==> config.mk <==
export PLATFORM = sky130hd
export DESIGN_NAME = process_scheduler
export DESIGN_NICKNAME = d
export VERILOG_FILES = /design/src/rtl/process_scheduler.sv
export SDC_FILE = /design/constraint.sdc
export NUM_CORES = 1
export LEC_CHECK = 0
export ABC_AREA = 0
export CORE_ASPECT_RATIO = 0.6
export CORE_MARGIN = 5
export CORE_UTILIZATION = 55
export DETAILED_ROUTE_END_ITERATION = 10
export PLACE_DENSITY = 0.8
export SYNTH_ARGS = -nofsm -noshare
export SYNTH_HDL_FRONTEND = slang
export SYNTH_SLANG_ARGS = --single-unit
==> constraint.sdc <==
create_clock -name clock -period 2.9 [get_ports clock]
set_input_delay 0.87 -clock clock [delete_from_list [all_inputs] [get_ports clock]]
set_output_delay 0.87 -clock clock [all_outputs]
set_load 0.01 [all_outputs]
==> src/rtl/process_scheduler.sv <==
// Round-robin time-slice scheduler: picks the next ready process, sequences
// context save/restore strobes and stalls the CPU while switching.
//
// Ports:
//   clock, reset         : rising-edge clock, async active-low reset
//   enable               : multiprocess mode active
//   instr_done           : one instruction retired this cycle
//   proc_set, proc_id    : mark slot proc_id ready
//   end_of_process       : running process finished
//   halt                 : processor halted, time slice frozen
//   cpu_stall            : freeze PC and fetch
//   save_ctx             : save running context (1-cycle strobe)
//   restore_ctx          : load current_pid context (1-cycle strobe)
//   change_rom           : switch ROM offset to current_pid (1-cycle strobe)
//   current_pid          : running or last-run process
//   ready_mask           : ready bit per slot
//   idle                 : scheduler in IDLE
module process_scheduler #(
    parameter int NPROC   = 8,
    parameter int QUANTUM = 16
) (
    input  logic       clock,
    input  logic       reset,
    input  logic       enable,
    input  logic       instr_done,
    input  logic       proc_set,
    input  logic [2:0] proc_id,
    input  logic       end_of_process,
    input  logic       halt,
    output logic       cpu_stall,
    output logic       save_ctx,
    output logic       restore_ctx,
    output logic       change_rom,
    output logic [2:0] current_pid,
    output logic [7:0] ready_mask,
    output logic       idle
);

    typedef enum logic [2:0] {
        IDLE,
        SELECT,
        RESTORE,
        RUN,
        SAVE
    } state_t;

    localparam logic [7:0] QM1 = 8'(QUANTUM - 1);
    localparam logic [3:0] NP  = 4'(NPROC);

    state_t     state, state_nx;
    logic [7:0] cnt, cnt_nx;
    logic [7:0] mask_nx;
    logic [2:0] pid_nx;
    logic [2:0] sel_pid;
    logic [2:0] idx;
    logic       sel_any;
    logic       to_idle, to_idle_nx;

    // Scan upward from current_pid+1 with wrap; i=8 wraps to
    // current_pid itself so it is considered last.
    always_comb begin
        sel_pid = current_pid;
        sel_any = 1'b0;
        idx     = '0;
        for (int i = 1; i <= 8; i++) begin
            idx = current_pid + 3'(i);
            if (!sel_any && ready_mask[idx]) begin
                sel_pid = idx;
                sel_any = 1'b1;
            end
        end
    end

    always_comb begin
        state_nx   = state;
        cnt_nx     = cnt;
        pid_nx     = current_pid;
        mask_nx    = ready_mask;
        to_idle_nx = to_idle;
        unique case (state)
            IDLE: begin
                if (enable && ready_mask != 8'h00)
                    state_nx = SELECT;
            end
            SELECT: begin
                if (sel_any) begin
                    state_nx = RESTORE;
                    pid_nx   = sel_pid;
                end else begin
                    state_nx = IDLE;
                end
            end
            RESTORE: begin
                cnt_nx     = '0;
                to_idle_nx = 1'b0;
                state_nx   = RUN;
            end
            RUN: begin
                if (end_of_process) begin
                    mask_nx[current_pid] = 1'b0;
                    state_nx             = SELECT;
                end else if (!enable) begin
                    to_idle_nx = 1'b1;
                    state_nx   = SAVE;
                end else if (instr_done && !halt) begin
                    if (cnt == QM1)
                        state_nx = SAVE;
                    else
                        cnt_nx = cnt + 8'd1;
                end
            end
            SAVE: begin
                state_nx   = to_idle ? IDLE : SELECT;
                to_idle_nx = 1'b0;
            end
            default: state_nx = IDLE;
        endcase
        // Applied after the end_of_process clear so a same-slot set wins.
        if (proc_set && ({1'b0, proc_id} < NP))
            mask_nx[proc_id] = 1'b1;
    end

    // Outputs are registered from the next state so they line up
    // with the state they describe.
    always_ff @(posedge clock or negedge reset) begin
        if (!reset) begin
            state       <= IDLE;
            cnt         <= '0;
            current_pid <= '0;
            ready_mask  <= '0;
            to_idle     <= 1'b0;
            idle        <= 1'b1;
            cpu_stall   <= 1'b0;
            save_ctx    <= 1'b0;
            restore_ctx <= 1'b0;
            change_rom  <= 1'b0;
        end else begin
            state       <= state_nx;
            cnt         <= cnt_nx;
            current_pid <= pid_nx;
            ready_mask  <= mask_nx;
            to_idle     <= to_idle_nx;
            idle        <= (state_nx == IDLE);
            cpu_stall   <= (state_nx == SELECT) ||
                           (state_nx == RESTORE) ||
                           (state_nx == SAVE);
            save_ctx    <= (state_nx == SAVE);
            restore_ctx <= (state_nx == RESTORE);
            change_rom  <= (state_nx == RESTORE);
        end
    end

endmodule
==> results.toml <==
[sta]
setup_tns_ns = 0
setup-violations-final = 0
fmax_mhz = 376
finClkSkew_ns = 0.0151
hold_viol_final = 0
finalCritPeriodShare_pct = 91.7
drv_slew = 0
tightestPinTransition_ns = 0.610
min_period_ns = 2.66
maxSlewHeadroom_pct = 59.2
grt_setup_unrepaired = "false"

[yosys]
yosys_register_bits = 27
ys_warn_count = 0
synth_edf_count = 0
synthCells = 202
syn_area_mm2 = 0.00204
synth_cell_types = 48
synth_fp_nets = 219
ys.flop_type = "dfrtp_1"
synthArstFlopShare_pct = 100
syn_avg_cell_area_um2 = 10.1
yosysSeqAreaShare_pct = 33.3

[clock_network]
cts_hold_buffers = 0
clk_pin_slew_worst_paths_ns = 0.10
cts.repair.resized = 0
clkLatencyLatePin_ns = 0.28
cts_tree = "yes"
htreeDepth = 1
cts_root_buf = "clkbuf_8"
cts_setup_buffers = 0
clock_sinks = 27
cts_inserted_buffers = 3
clock_path_buffers = 2

[route]
vias = 1719
wl_per_cell_um = 17.7
antenna_left = 0
drtIter0Drc = 149
totalWireLength_um = 4910
drc = 0
vias_per_cell = 6.18
dr.pass1.iters = 4

[place]
placed_area_mm2 = 0.00235
dp_hpwl_um = 3580
gp_congestion = 0.981
io_buffers = 25

[worst_setup_path]
crit_type = "reg2reg"
cp_data_arrival_time_ns = 2.81
cp-start-kind = "flop"
endpoint_kind = "flop"
critical_path_required_ns = 3.05
cpMaxStageDelayCell = "mux4_1"
cp_cell_sequence = "inv_2 -> ha_1 -> mux4_1 -> nor2_1 -> and4_4 -> a31oi_4 -> a21oi_1 -> a41oi_1"
cp_max_fo = 13
max_stage_delay_ns = 0.69

[finish]
fin_nets = 249
diodes = 0
fill_cells = 297
layout-drive-gt1-share_pct = 9.96
syn_to_final_growth_pct = 17.8
fin_area_mm2 = 0.00240

[pwr]
leakage_uw = 0.000995
ir_drop_v = 0.000874
powerDensity_mw_per_mm2 = 1220
power.total_uw = 2910

[global_route]
grt_use_total_pct = 20.6
grt_max_degree = 16
grt.overflow.total = 0
grt_pass1_vias = 1604
grt_pass1_wl_um = 8200
antenna_found_initial = 0

[floorplan]
die_h_um = 57.1
rows = 17
io-pin-count = 26
initial_core_util_pct = 56.3
die-area_mm2 = 0.00506
die_w_um = 88.5
core_mm2 = 0.00362

[flow_run]
max_cap_violations = 0

[outcome]
status = "finished clean"

[worst_hold_path]
hold_path_class = "reg2reg"
[report_power, final]
part           leakage [uW]  internal (uW)  switching [uW]
Combinational      0.000649            946            1030
Sequential         0.000321            515             210
Clock             0.0000255           96.4             119
Total              0.000995           1560            1360
[area by class of cell]
cell class	count	area, um2	area share, %
multi-input cells	161	1290	53.7
flip-flops and latches	27	677	28.2
repair buffers	32	303	12.6
well taps	47	58.8	2.45
clock buffers	3	41.3	1.72
inverters	7	26.3	1.10
clock inverters	1	5.00	0.209
[through the flow]
stage / std cells / hold WS, ns / worst slack [ns] / utilization (%)
2_1_floorplan: 202 / 0.489 / 0.196 / -
3_3_place_gp: 274 / 0.513 / 0.302 / 65.0
3_5_place_dp: 274 / 0.544 / 0.293 / 65.0
4_1_cts: 278 / 0.570 / 0.266 / 66.3
5_1_grt: 278 / 0.616 / 0.0792 / 66.3
6_report: 278 / 0.576 / 0.241 / 66.3
[worst max-delay path: cells and delay by family, from the launching register on]
kind / cells / cell delay (ns)
AO/OA/AOI/OAI: 3 / 0.34
adder cells (fa/ha/maj): 1 / 0.62
flip-flops: 1 / 0.39
buffers and inverters: 1 / 0.09
AND/OR/NAND/NOR: 2 / 0.41
multiplexers: 1 / 0.69
[registers in the layout, indices dropped and copies added, names as in the netlist]
register     count
save_ctx         1
to_idle          1
cpu_stall        1
cnt              8
change_rom       1
current_pid      3
state            3
ready_mask       8
idle             1
[layout by cell type, fill, tap and decap left out, types with 2 or more instances in the layout]
cell type | Yosys | routed
a21oi_1 | 7 | 7
and3_1 | 2 | 2
buf_4 | 1 | 7
clkbuf_8 | 0 | 3
clkdlybuf4s50_1 | 0 | 25
dfrtp_1 | 26 | 26
ha_1 | 7 | 7
inv_1 | 6 | 6
mux2i_1 | 10 | 10
mux4_1 | 8 | 8
mux4_2 | 4 | 4
nand2_1 | 22 | 22
nand2b_1 | 9 | 9
nand3_1 | 5 | 5
nand4_1 | 4 | 4
nand4b_1 | 2 | 2
nor2_1 | 17 | 17
nor2b_1 | 2 | 2
nor3_1 | 2 | 2
nor3b_1 | 2 | 2
nor4_1 | 2 | 2
o2111ai_1 | 2 | 2
o211a_1 | 2 | 2
o21a_1 | 3 | 3
o21ai_0 | 20 | 20
o31ai_1 | 2 | 2
xnor2_1 | 2 | 2
xor2_1 | 8 | 8
[path summary, 6_finish.rpt]
check | from | end | slack (ns) | depth (start not counted)
setup / recovery | current_pid[0] | current_pid[1] | 0.24 | 8
min in group asynchronous | reset | cnt[5] | 0.96 | 1
max in group asynchronous | reset | ready_mask[5] | 1.29 | 2
hold / removal | cnt[5] | cnt[5] | 0.58 | 2
setup reg to reg | current_pid[0] | current_pid[1] | 0.24 | 8
hold reg to reg | cnt[5] | cnt[5] | 0.58 | 2
[cells by family (layout without fill, tap and decap cells)]
family	after synthesis	after routing	synth area share, %
simple gates	75	75	18.7
compound gates	46	46	15.1
mux	23	23	20.8
flops	27	27	33.3
xor+xnor	10	10	4.30
buf+inv	14	43	3.56
fa+ha+maj	7	7	4.30
[Yosys cell counts (2+ instances only)]
cell | instances | area (um2)
nor3b_1 | 2 | 15.0
nand4_1 | 4 | 25.0
o2111ai_1 | 2 | 17.5
ha_1 | 7 | 87.6
clkbuf_1 | 3 | 11.3
nor4_1 | 2 | 12.5
nor2_1 | 17 | 63.8
o21a_1 | 3 | 22.5
mux4_2 | 4 | 90.1
mux2i_1 | 10 | 100
o31ai_1 | 2 | 15.0
nor2b_1 | 2 | 12.5
inv_1 | 6 | 22.5
xnor2_1 | 2 | 17.5
o211a_1 | 2 | 20.0
nand2_1 | 22 | 82.6
and3_1 | 2 | 12.5
nor3_1 | 2 | 10.0
dfrtp_1 | 26 | 651
a21oi_1 | 7 | 35.0
xor2_1 | 8 | 70.1
nand3_1 | 5 | 25.0
buf_6 | 2 | 22.5
o21ai_0 | 20 | 100
mux4_1 | 8 | 210
nand2b_1 | 9 | 56.3
nand4b_1 | 2 | 17.5
[per-layer routing]
| layer | part of all wire, % | up-vias | track usage [%] |
|---|---|---|---|
| li1 | - | 813 | - |
| met1 | 50 | 822 | 33.7 |
| met4 | 0.49 | 0 | 3.02 |
| met5 | 0 | - | 0 |
| met3 | 9.4 | 4 | 5.92 |
| met2 | 40 | 80 | 26.8 |
(Power assumes the default switching activity.)
